File: src/rtl/cpu_pkg.sv
//==============================================================================
// Module : cpu_pkg
// Brief  : Opcodes, instruction field positions and FSM states for the cpu core.
// Rev    : 1.0 - initial release
//==============================================================================
`default_nettype none

package cpu_pkg;

    localparam logic [4:0] NOP   = 5'b00000;
    localparam logic [4:0] HALT  = 5'b00001;
    localparam logic [4:0] LOAD  = 5'b00010;
    localparam logic [4:0] STORE = 5'b00011;
    localparam logic [4:0] SLL   = 5'b00100;
    localparam logic [4:0] SLA   = 5'b00101;
    localparam logic [4:0] SRL   = 5'b00110;
    localparam logic [4:0] SRA   = 5'b00111;
    localparam logic [4:0] ADD   = 5'b01000;
    localparam logic [4:0] ADDI  = 5'b01001;
    localparam logic [4:0] SUB   = 5'b01010;
    localparam logic [4:0] SUBI  = 5'b01011;
    localparam logic [4:0] CMP   = 5'b01100;
    localparam logic [4:0] AND   = 5'b01101;
    localparam logic [4:0] OR    = 5'b01110;
    localparam logic [4:0] XOR   = 5'b01111;
    localparam logic [4:0] LDIH  = 5'b10000;
    localparam logic [4:0] ADDC  = 5'b10001;
    localparam logic [4:0] SUBC  = 5'b10010;
    localparam logic [4:0] JUMP  = 5'b11000;
    localparam logic [4:0] JMPR  = 5'b11001;
    localparam logic [4:0] BZ    = 5'b11010;
    localparam logic [4:0] BNZ   = 5'b11011;
    localparam logic [4:0] BN    = 5'b11100;
    localparam logic [4:0] BNN   = 5'b11101;
    localparam logic [4:0] BC    = 5'b11110;
    localparam logic [4:0] BNC   = 5'b11111;

    localparam int OP_HI  = 15;
    localparam int OP_LO  = 11;
    localparam int R1_HI  = 10;
    localparam int R1_LO  = 8;
    localparam int R2_HI  = 6;
    localparam int R2_LO  = 4;
    localparam int R3_HI  = 2;
    localparam int R3_LO  = 0;
    localparam int IMM_HI = 7;
    localparam int IMM_LO = 0;
    localparam int V3_HI  = 3;
    localparam int V3_LO  = 0;

    typedef enum logic [0:0] {
        IDLE = 1'b0,
        EXEC = 1'b1
    } state_t;

    // Instructions whose result lands in gr[r1] at write-back.
    function automatic logic op_writes_gr(input logic [4:0] op);
        case (op)
            LOAD, LDIH, ADD, ADDI, ADDC, SUB, SUBI, SUBC,
            AND, OR, XOR, SLL, SLA, SRL, SRA: return 1'b1;
            default:                          return 1'b0;
        endcase
    endfunction

endpackage

`default_nettype wire

File: src/rtl/cpu_alu.sv
//==============================================================================
// Module : cpu_alu
// Brief  : Combinational ALU: result plus carry/zero/negative and flag write enable.
// Rev    : 1.0 - initial release
//==============================================================================
`default_nettype none

module cpu_alu
    import cpu_pkg::*;
(
    input  logic [4:0]  i_op,
    input  logic [15:0] i_a,
    input  logic [15:0] i_b,
    input  logic        i_cf,
    output logic [15:0] o_result,
    output logic        o_cf,
    output logic        o_zf,
    output logic        o_nf,
    output logic        o_flag_we
);

    logic [16:0] w_wide;

    always_comb begin
        w_wide    = 17'd0;
        o_result  = 16'h0000;
        o_cf      = 1'b0;
        o_flag_we = 1'b0;
        case (i_op)
            ADD, ADDI: begin
                w_wide    = {1'b0, i_a} + {1'b0, i_b};
                o_result  = w_wide[15:0];
                o_cf      = w_wide[16];
                o_flag_we = 1'b1;
            end
            ADDC: begin
                w_wide    = {1'b0, i_a} + {1'b0, i_b} + {16'h0000, i_cf};
                o_result  = w_wide[15:0];
                o_cf      = w_wide[16];
                o_flag_we = 1'b1;
            end
            // Bit 16 of the 17-bit difference is the borrow.
            SUB, SUBI, CMP: begin
                w_wide    = {1'b0, i_a} - {1'b0, i_b};
                o_result  = w_wide[15:0];
                o_cf      = w_wide[16];
                o_flag_we = 1'b1;
            end
            SUBC: begin
                w_wide    = {1'b0, i_a} - {1'b0, i_b} - {16'h0000, i_cf};
                o_result  = w_wide[15:0];
                o_cf      = w_wide[16];
                o_flag_we = 1'b1;
            end
            LDIH: begin
                o_result  = i_a + i_b;
                o_flag_we = 1'b1;
            end
            AND: begin
                o_result  = i_a & i_b;
                o_flag_we = 1'b1;
            end
            OR: begin
                o_result  = i_a | i_b;
                o_flag_we = 1'b1;
            end
            XOR: begin
                o_result  = i_a ^ i_b;
                o_flag_we = 1'b1;
            end
            SLL, SLA: begin
                o_result  = i_a << i_b[3:0];
                o_flag_we = 1'b1;
            end
            SRL: begin
                o_result  = i_a >> i_b[3:0];
                o_flag_we = 1'b1;
            end
            SRA: begin
                o_result  = $signed(i_a) >>> i_b[3:0];
                o_flag_we = 1'b1;
            end
            // Address and branch-target arithmetic; flags untouched.
            LOAD, STORE, JUMP, JMPR, BZ, BNZ, BN, BNN, BC, BNC: begin
                o_result  = i_a + i_b;
            end
            default: begin
                o_result  = 16'h0000;
            end
        endcase
    end

    assign o_zf = (o_result == 16'h0000);
    assign o_nf = o_result[15];

endmodule

`default_nettype wire

File: src/rtl/cpu.sv
//==============================================================================
// Module : cpu
// Brief  : 16-bit 5-stage (IF/ID/EX/MEM/WB) load/store core, no interlocks.
//          Define BRANCH_FLUSH_EN to squash the three slots behind a taken branch.
// Rev    : 1.0 - initial release
//==============================================================================
`default_nettype none

module cpu (
    input  logic        clock,
    input  logic        reset,
    input  logic        enable,
    input  logic        start,
    input  logic [15:0] i_datain,
    input  logic [15:0] d_datain,
    output logic [7:0]  i_addr,
    output logic [7:0]  d_addr,
    output logic [15:0] d_dataout,
    output logic        d_we
);
    import cpu_pkg::*;

    state_t      r_state;
    logic [7:0]  r_pc;
    logic [15:0] r_id_ir, r_ex_ir, r_mem_ir, r_wb_ir;
    logic [15:0] r_reg_a, r_reg_b, r_reg_c, r_reg_c1;
    logic [15:0] r_smdr, r_smdr1;
    logic [2:0]  flag;
    logic [15:0] gr [0:7];

    logic [4:0]  w_id_op, w_ex_op, w_mem_op, w_wb_op;
    logic [15:0] w_dec_a, w_dec_b;
    logic [15:0] w_alu_result;
    logic        w_alu_cf, w_alu_zf, w_alu_nf, w_alu_flag_we;
    logic        w_taken, w_squash, w_halt_seen, w_run;
    logic        w_unused;

    assign w_id_op  = r_id_ir[OP_HI:OP_LO];
    assign w_ex_op  = r_ex_ir[OP_HI:OP_LO];
    assign w_mem_op = r_mem_ir[OP_HI:OP_LO];
    assign w_wb_op  = r_wb_ir[OP_HI:OP_LO];
    assign w_run    = enable && (r_state == EXEC);
    assign w_unused = ^r_wb_ir[7:0];

    // Fetch stays parked from the moment HALT is decoded until it retires.
    assign w_halt_seen = (w_id_op == HALT) || (w_ex_op == HALT) ||
                         (w_mem_op == HALT) || (w_wb_op == HALT);

    always_comb begin
        w_dec_a = 16'h0000;
        w_dec_b = 16'h0000;
        case (w_id_op)
            ADD, SUB, ADDC, SUBC, CMP, AND, OR, XOR: begin
                w_dec_a = gr[r_id_ir[R2_HI:R2_LO]];
                w_dec_b = gr[r_id_ir[R3_HI:R3_LO]];
            end
            ADDI, SUBI: begin
                w_dec_a = gr[r_id_ir[R1_HI:R1_LO]];
                w_dec_b = {8'h00, r_id_ir[IMM_HI:IMM_LO]};
            end
            LDIH: begin
                w_dec_a = gr[r_id_ir[R1_HI:R1_LO]];
                w_dec_b = {r_id_ir[IMM_HI:IMM_LO], 8'h00};
            end
            LOAD, STORE, SLL, SLA, SRL, SRA: begin
                w_dec_a = gr[r_id_ir[R2_HI:R2_LO]];
                w_dec_b = {12'h000, r_id_ir[V3_HI:V3_LO]};
            end
            JUMP: begin
                w_dec_b = {8'h00, r_id_ir[IMM_HI:IMM_LO]};
            end
            JMPR, BZ, BNZ, BN, BNN, BC, BNC: begin
                w_dec_a = gr[r_id_ir[R1_HI:R1_LO]];
                w_dec_b = {8'h00, r_id_ir[IMM_HI:IMM_LO]};
            end
            default: begin
                w_dec_a = 16'h0000;
            end
        endcase
    end

    always_comb begin
        case (w_mem_op)
            JUMP, JMPR: w_taken = 1'b1;
            BZ:         w_taken = flag[1];
            BNZ:        w_taken = !flag[1];
            BN:         w_taken = flag[2];
            BNN:        w_taken = !flag[2];
            BC:         w_taken = flag[0];
            BNC:        w_taken = !flag[0];
            default:    w_taken = 1'b0;
        endcase
    end

`ifdef BRANCH_FLUSH_EN
    assign w_squash = w_taken;
`else
    assign w_squash = 1'b0;
`endif

    cpu_alu u_alu (
        .i_op      (w_ex_op),
        .i_a       (r_reg_a),
        .i_b       (r_reg_b),
        .i_cf      (flag[0]),
        .o_result  (w_alu_result),
        .o_cf      (w_alu_cf),
        .o_zf      (w_alu_zf),
        .o_nf      (w_alu_nf),
        .o_flag_we (w_alu_flag_we)
    );

    always_ff @(posedge clock) begin
        if (reset) begin
            r_state <= IDLE;
        end else if (enable) begin
            case (r_state)
                IDLE:    if (start) r_state <= EXEC;
                EXEC:    if (w_wb_op == HALT) r_state <= IDLE;
                default: r_state <= IDLE;
            endcase
        end
    end

    always_ff @(posedge clock) begin
        if (reset) begin
            r_pc     <= 8'h00;
            r_id_ir  <= 16'h0000;
            r_ex_ir  <= 16'h0000;
            r_mem_ir <= 16'h0000;
            r_wb_ir  <= 16'h0000;
            r_reg_a  <= 16'h0000;
            r_reg_b  <= 16'h0000;
            r_reg_c  <= 16'h0000;
            r_reg_c1 <= 16'h0000;
            r_smdr   <= 16'h0000;
            r_smdr1  <= 16'h0000;
            flag     <= 3'b000;
            for (int i = 0; i < 8; i++) begin
                gr[i] <= 16'h0000;
            end
        end else if (w_run) begin
            if (w_taken) begin
                r_pc <= r_reg_c[7:0];
            end else if (!w_halt_seen) begin
                r_pc <= r_pc + 8'd1;
            end
            r_id_ir <= (w_squash || w_halt_seen) ? {NOP, 11'h000} : i_datain;

            r_ex_ir <= w_squash ? {NOP, 11'h000} : r_id_ir;
            r_reg_a <= w_dec_a;
            r_reg_b <= w_dec_b;
            if (w_id_op == STORE) begin
                r_smdr <= gr[r_id_ir[R1_HI:R1_LO]];
            end

            r_reg_c  <= w_alu_result;
            r_mem_ir <= w_squash ? {NOP, 11'h000} : r_ex_ir;
            r_smdr1  <= r_smdr;
            if (w_alu_flag_we && !w_squash) begin
                flag <= {w_alu_nf, w_alu_zf, w_alu_cf};
            end

            r_reg_c1 <= (w_mem_op == LOAD) ? d_datain : r_reg_c;
            r_wb_ir  <= r_mem_ir;

            if (op_writes_gr(w_wb_op)) begin
                gr[r_wb_ir[R1_HI:R1_LO]] <= r_reg_c1;
            end
        end
    end

    assign i_addr    = r_pc;
    assign d_addr    = r_reg_c[7:0];
    assign d_dataout = r_smdr1;
    assign d_we      = (w_mem_op == STORE);

endmodule

`default_nettype wire

File: config.mk
export PLATFORM = sky130hd
export DESIGN_NAME = cpu
export DESIGN_NICKNAME = d
export VERILOG_FILES = /design/src/rtl/cpu_pkg.sv /design/src/rtl/cpu_alu.sv /design/src/rtl/cpu.sv
export SDC_FILE = /design/constraint.sdc
export NUM_CORES = 1
export LEC_CHECK = 0
export CORE_MARGIN = 2
export CORE_UTILIZATION = 57
export CTS_CLUSTER_SIZE = 24
export DETAILED_ROUTE_END_ITERATION = 16
export PLACE_DENSITY = 0.9
export REMOVE_ABC_BUFFERS = 1
export SLEW_MARGIN = 0
export SYNTH_ARGS = -nofsm -noshare
export SYNTH_HDL_FRONTEND = slang
export SYNTH_SLANG_ARGS = --single-unit
File: constraint.sdc
create_clock -name clock -period 3.45 [get_ports clock]
set_input_delay 0.69 -clock clock [delete_from_list [all_inputs] [get_ports clock]]
set_output_delay 0.69 -clock clock [all_outputs]
set_load 0.05 [all_outputs]
==> results of run 1 <==
through the flow:
stage	power [mW]	area (sq um)	utilization [%]	setup WS [ns]
2_1_floorplan	4.73	18500	-	-1.92
3_3_place_gp	5.31	21300	63.8	0.0351
3_5_place_dp	5.36	21300	63.8	-0.108
4_1_cts	8.87	22400	67.3	0.0134
5_1_grt	9.27	23000	69.1	-0.133
6_report	9.05	23000	69.1	-0.0331
placed cells by master, fill, tap and decap left out, types with 11 or more instances in the layout:
cell	netlist	routed
buf_4	10	191
nor2_1	170	168
dfxtp_1	158	153
nand2_1	151	149
and2_1	137	136
edfxtp_1	128	128
mux4_2	115	115
a21oi_1	112	112
mux2i_1	85	84
a211oi_1	89	84
clkdlybuf4s50_1	0	67
o21ai_0	55	47
inv_1	48	44
ha_1	54	42
nand3_1	41	39
nor3_1	37	36
clkbuf_16	0	32
xnor2_1	31	25
o221ai_1	21	21
nand4_1	19	19
o211ai_1	17	17
nor2b_1	18	16
and3_1	13	13
mux2_2	12	12
nand2b_1	11	11
a21o_1	11	11
a221oi_1	14	11
xor2_1	13	11
kinds of logic after synthesis:
family,after synthesis
muxes,212
xor gates and xnor gates,47
adders and majority gates,56
DFF,286
AOI/OAI and AO/OA,441
and+or+nand+nor,672
buffers and inverters,210
critical path, cell delays in order, from the launching register on:
cell and delay (ns):
dfxtp_1 0.32, buf_4 0.13, buf_4 0.27, nor2_1 0.61
mux2i_1 0.25, o21ai_0 0.13, a31oi_1 0.30, nand4_1 0.21
a211oi_1 0.25, o21ai_0 0.23, nor4_2 0.30, nand4_1 0.17
o31ai_2 0.21
registers in the layout (all words and copies together), names as in the netlist, named ones only:
name / count
r_state: 1
r_reg_c1: 16
r_smdr: 16
r_reg_b: 16
flag: 3
r_wb_ir: 8
d_dataout: 16
r_reg_c: 16
r_reg_a: 16
gr: 128
i_addr: 8
r_id_ir: 16
r_ex_ir: 8
r_mem_ir: 8
layer usage:
layer,global-route usage [%],vias to the layer above
met5,0,-
met4,19.9,8
met3,9.04,294
met2,57.8,1349
met1,46.2,8410
li1,-,7523
path summary, 6_finish.rpt:
kind                        end  slack, ns  cells after the start           from
setup / recovery        flag[1]      -0.03                     12     r_reg_b[2]
hold / removal    d_dataout[11]       0.45                      2  d_dataout[11]
setup reg to reg        flag[1]      -0.03                     12     r_reg_b[2]
hold reg to reg   d_dataout[11]       0.45                      2  d_dataout[11]
what timing repair did:
| item | CTS | global route |
|---|---|---|
| setup endpoints to repair | 5 | 10 |
| hold buffers | 0 | 0 |
| pin swaps | 1 | 24 |
| resized for setup | 11 | 77 |
| setup buffers | 1 | 19 |
| gates cloned | 0 | 1 |
where the power goes:
| group | internal (mW) | switching (mW) | total [mW] |
|---|---|---|---|
| Combinational | 0.752 | 0.957 | 1.71 |
| Clock | 2.09 | 1.46 | 3.56 |
| Sequential | 3.64 | 0.144 | 3.78 |
layout make-up:
type | count | area [sq um] | share of cell area [%]
multi-input cells | 1428 | 11800 | 51.3
flip-flops and latches | 286 | 7020 | 30.5
repair buffers | 271 | 2350 | 10.2
clock buffers | 42 | 878 | 3.81
well taps | 448 | 561 | 2.43
clock inverters | 16 | 209 | 0.907
inverters | 53 | 201 | 0.874
==> out/qor.csv, run 1 <==
metric,value,unit
# diodes,0,
Tcrit/Tclk final,101,%
RSZ-0062 raised after global routing,yes,
Max Used Layer,met5,
CTS root buffer,clkbuf_16,
Final Skew,0.0112,ns
synth warn,0,
die footprint,35200,sq um
Clock transition at path regs,0.06,ns
WL per Instance,26.1,um
MaxCap Viol Count,0,
vias per cell,6.91,
Worst Max-Slew Pin Slew,1.05,ns
grt ovf,0,
Metal-1 WL,23400,um
H-tree level count,1,
Synth Area in Compound Gates,16.2,%
Met2 Wirelength,30300,um
final worst slack,-0.0331,ns
failing checks,setup timing,
maximum VDD drop,0.431,mV
Site Rows,67,
Post-synth EDFFs,128,
Skew-Pair Late Insertion Delay,0.59,ns
Final Slew Violations,0,
Critical Path Fanout Max,46,
placed cell count,2465,
Die Wd,188,um
Clock Tree Buf Depth,3,
Post-Syn Area per Cell,9.98,sq um
Setup CP Type,flop to flop,
most frequent cells after synthesis,"170 x nor2_1, 158 x dfxtp_1, 151 x nand2_1",
via count,17600,
Sink Count,286,
CTS Buf Count,31,
largest family of logic cells by synthesized area,multiplexers,
overall die height,188,um
Post-Synth XOR/XNOR Area,2.36,%
FMAX,0.287,GHz
Placer Congestion,1.07,
final setup fails,1,
largest area contributor in the netlist,edfxtp_1,
Post-Synth Adder-Cell Area,3.73,%
Synth Register Bits,286,
CTS tree,built,
first-pass GRT wire length,99000,um
vias in the first global route,16900,
I/O Buffers,68,
PwrDens,393,nW/um^2
Filler cells,2436,
hpwl dp,47400,um
status,finished with violations,
Startpoint Class,flop,
DR DRC count,0,
gr usage total,36.5,%
setup TNS,-0.0331,ns
"FFs w/ async S/R, synth",0,%
Most used DFF post-synth,dfxtp_1,
share of cells above drive strength 1,24.1,%
Post-Syn Area,19200,sq um
starting density of the core,57.6,%
Post-Synthesis Cells,1924,
TritonRoute pass-1 iters,6,
core footprint,33400,sq um
Post-Layout Cell Count,2544,
initial drt markers,2469,
Routed met3 length,8400,um
Critical Path Sink Type,flop,
io pins,69,
Layout Nets,2163,
Critical Path AT,3.98,ns
Hold Crit Class,flop to flop,
post-synthesis mux area share,18.6,%
Tmin final,3.48,ns
Synth area leaders,"edfxtp_1 20%, dfxtp_1 16%, mux4_2 13%",
worst path required time,3.95,ns
top-area cell type share of the netlist area,20.0,%
Final Hold Vio Count,0,
Area growth syn-to-layout,19.9,%
slew margin rel.,29.8,%
Leak Pwr,8.01,nW
sequential area share after synthesis,36.5,%
initial antenna violation count,4,
post-route ant nets,0,
final wirelength,66400,um
post-synth cell types,106,
Simple-Gate Fraction of Synth Area,18.1,%
hold slack,0.454,ns
largest net degree at the start of global routing,133,
most common cell in the synthesized netlist,nor2_1,
(Power assumes the default switching activity.)
==> run 2: changes to the inputs <==
--- a/config.mk
+++ b/config.mk
@@ -5,13 +5,13 @@
 export SDC_FILE = /design/constraint.sdc
 export NUM_CORES = 1
 export LEC_CHECK = 0
+export ABC_AREA = 1
 export CORE_MARGIN = 2
 export CORE_UTILIZATION = 57
 export CTS_CLUSTER_SIZE = 24
 export DETAILED_ROUTE_END_ITERATION = 16
 export PLACE_DENSITY = 0.9
 export REMOVE_ABC_BUFFERS = 1
-export SLEW_MARGIN = 0
 export SYNTH_ARGS = -nofsm -noshare
 export SYNTH_HDL_FRONTEND = slang
 export SYNTH_SLANG_ARGS = --single-unit
==> constraint.sdc (replaced) <==
create_clock -name clock -period 3 [get_ports clock]
set_input_delay 0.6 -clock clock [delete_from_list [all_inputs] [get_ports clock]]
set_output_delay 0.6 -clock clock [all_outputs]
set_load 0.05 [all_outputs]
==> run 2 against run 1 <==
Compared with the run above:
- the flow now finishes without violations
- critical path depth is 6 higher
- sequential cell count stayed put
- via count is 27% higher
- worst hold slack better by 0.029 ns
- wire length is 21% higher
- area after synthesis is 2.4% higher
- total power is 22% higher
- largest cell class unchanged
==> out/qor.csv, run 2 <==
metric,value,unit,change
status,"complete, no violations",,
Skew-Pair Late Insertion Delay,0.58,ns,about the same
sequential area share after synthesis,35.6,%,-0.86 points
"commonest non-fill, non-tap cells in the layout","520 x nand2_1, 407 x nor2_1, 316 x o21ai_0",,
vias in the first global route,21000,,+25%
slew margin rel.,31.7,%,+1.9 points
CTS root buffer,clkbuf_16,,
Critical Path AT,3.38,ns,-0.60 ns
Final Hold Vio Count,0,,unchanged
Critical Path Fanout Max,3,,-93%
"Most flops, register",gr,,
worst path required time,3.49,ns,-0.46 ns
overall die height,190,um,+1.2%
Critical Path Sink Type,flop,,
Synth area leaders,"edfxtp_1 20%, dfxtp_1 16%, nand2_1 10%",,
multi-input logic area,11200,sq um,-5.6%
Post-Syn Area,19700,sq um,+2.4%
Final Slew Violations,0,,unchanged
Filler cells,2869,,+18%
synth warn,0,,unchanged
WL per Instance,22.6,um,-13%
Clock transition at path regs,0.07,ns,about the same
final setup fails,0,,-1
Clock Tree Buf Depth,3,,unchanged
CTS Buf Count,29,,-6.5%
via count,22300,,+27%
first-pass GRT wire length,120000,um,+22%
largest area contributor in the netlist,edfxtp_1,,
Synth Register Bits,286,,unchanged
Synth Area in Compound Gates,21.5,%,+5.2 points
Site Rows,68,,+1.5%
"most common cell after layout, fill and taps aside",nand2_1,,
PwrDens,471,nW/um^2,+20%
fin util,68.5,%,-0.55 points
Simple-Gate Fraction of Synth Area,29.0,%,+11 points
top-area cell type share of the netlist area,19.5,%,-0.47 points
number of flip-flops in the largest register,128,,unchanged
DR DRC count,0,,unchanged
Post-synth EDFFs,128,,unchanged
Startpoint Class,flop,,
largest family of logic cells by synthesized area,simple AND/OR/NAND/NOR gates,,
vias per cell,6.27,,-9.2%
Worst Max-Slew Pin Slew,1.02,ns,-0.0285 ns
Leak Pwr,10.0,nW,+25%
Post-Syn Area per Cell,6.71,sq um,-33%
Area growth syn-to-layout,19.4,%,
I/O Buffers,68,,unchanged
CTS tree,built,,
most common cell in the synthesized netlist,nand2_1,,
maximum VDD drop,0.565,mV,+31%
core footprint,34300,sq um,+2.8%
Post-Synth Adder-Cell Area,3.64,%,-0.087 points
starting density of the core,57.4,%,-0.20 points
Tmin final,2.89,ns,-0.593 ns
post-route ant nets,0,,unchanged
post-synthesis mux area share,0,%,-19 points
TritonRoute pass-1 iters,7,,+1
share of cells above drive strength 1,14.8,%,-9.3 points
R2R Setup Slk,0.11,ns,+0.14 ns
die footprint,36000,sq um,+2.4%
Placer Congestion,0.998,,-7.0%
io pins,69,,unchanged
grt ovf,0,,unchanged
Setup CP Type,flop to flop,,
MaxCap Viol Count,0,,unchanged
hpwl dp,58000,um,+22%
gr usage total,43.7,%,+7.3 points
storage element area,7020,sq um,about the same
Final Skew,0.0304,ns,+0.0192 ns
Tcrit/Tclk final,96.3,%,-4.6 points
Most used DFF post-synth,dfxtp_1,,
Die Wd,190,um,+1.2%
Post-Synthesis Cells,2933,,+52%
FMAX,0.346,GHz,+21%
largest net degree at the start of global routing,143,,+7.5%
hold slack,0.483,ns,+0.0290 ns
Hold Crit Class,flop to flop,,
Design Power,11.1,mW,+22%
"FFs w/ async S/R, synth",0,%,unchanged
Post-Synth XOR/XNOR Area,0.178,%,-2.2 points
Layout Nets,3173,,+47%
H-tree level count,1,,unchanged
initial drt markers,3047,,+23%
Sink Count,286,,unchanged
final wirelength,80500,um,+21%
post-synth cell types,56,,-47%
most frequent cells after synthesis,"543 x nand2_1, 435 x nor2_1, 321 x o21ai_0",,
initial antenna violation count,2,,-2
## run 2: changes by cell type after synthesis, moves of 85 or more
| cell | before | now |
|---|---|---|
| a21oi_1 | 112 | 250 |
| and2_1 | 137 | 4 |
| inv_1 | 48 | 308 |
| mux2i_1 | 85 | 0 |
| mux4_2 | 115 | 0 |
| nand2_1 | 151 | 543 |
| nand3_1 | 41 | 249 |
| nor2_1 | 170 | 435 |
| o21ai_0 | 55 | 321 |
## run 2: what timing repair did
action                                  CTS  global route
pin swaps                                 0            34
endpoints found under the setup margin    2            12
gates cloned                              0             0
hold buffers                              0             0
buffers inserted                          0             8
gates resized for setup                  18           126
## run 2: final timing paths
kind,to,cells after the start,start
worst min register to register,r_wb_ir[8],2,r_wb_ir[8]
worst max register to register,flag[1],18,r_reg_a[0]
worst max-delay path,flag[1],18,r_reg_a[0]
worst min-delay path,r_wb_ir[8],2,r_wb_ir[8]
## run 2: kinds of logic after synthesis
kind of cell / Yosys count
buffers and inverters: 496
XOR/XNOR: 4
flip-flops: 286
AND/OR/NAND/NOR: 1339
AO/OA/AOI/OAI: 752
adder cells (fa/ha/maj): 56
## run 2: critical path, stage by stage (launching register included)
cell and delay [ns]:
dfxtp_4 0.38, ha_4 0.14, inv_2 0.04, fa_2 0.59, inv_2 0.06, ha_4 0.21, nand2_2 0.06, nand2_1 0.05
nor2_1 0.09, nand2_1 0.07, nor2_2 0.14, nand2_2 0.09, nor2_4 0.16, nand4_1 0.13, nor2_1 0.13, nand3_1 0.09
nor2_2 0.15, nand3_2 0.08, a21oi_2 0.14
## run 2: metal layers
metal	vias up	routed length (um)	global-route usage (%)	share of wire, %
met5	-	36	0	0.045
met4	2	6380	28.4	7.9
met3	384	9160	7.62	11
met2	1645	36900	73.2	46
met1	10200	28000	52.0	35
li1	10100	-	-	-
## run 2: final cells by class
| type | count | share of cell area, % |
|---|---|---|
| Inverter | 321 | 5.17 |
| Clock buffer | 37 | 3.40 |
| Multi-Input combinational cell | 2151 | 47.5 |
| Clock inverter | 17 | 0.703 |
| Sequential cell | 286 | 29.9 |
| Antenna cell | 1 | 0.0107 |
| Timing Repair Buffer | 292 | 10.9 |
| Tap cell | 455 | 2.42 |
## run 2: power breakdown
group	switching, mW	internal, mW	leakage (nW)
combinational	1.93	1.00	6.94
sequential	0.142	4.22	2.61
clock	1.68	2.08	0.489
total	3.75	7.31	10.0
## run 2: metrics by stage
| step | setup TNS [ns] | worst slack (ns) | area (sq um) | cells |
|---|---|---|---|---|
| floorplan | -1043.75 | -3.35 | 18900 | 2758 |
| global placement | -0.120 | -0.120 | 22000 | 3498 |
| detailed placement | -0.124 | -0.124 | 22000 | 3498 |
| CTS | 0 | 0.00245 | 23000 | 3552 |
| global route | -0.0742 | -0.0742 | 23500 | 3559 |
| finish | 0 | 0.110 | 23500 | 3560 |
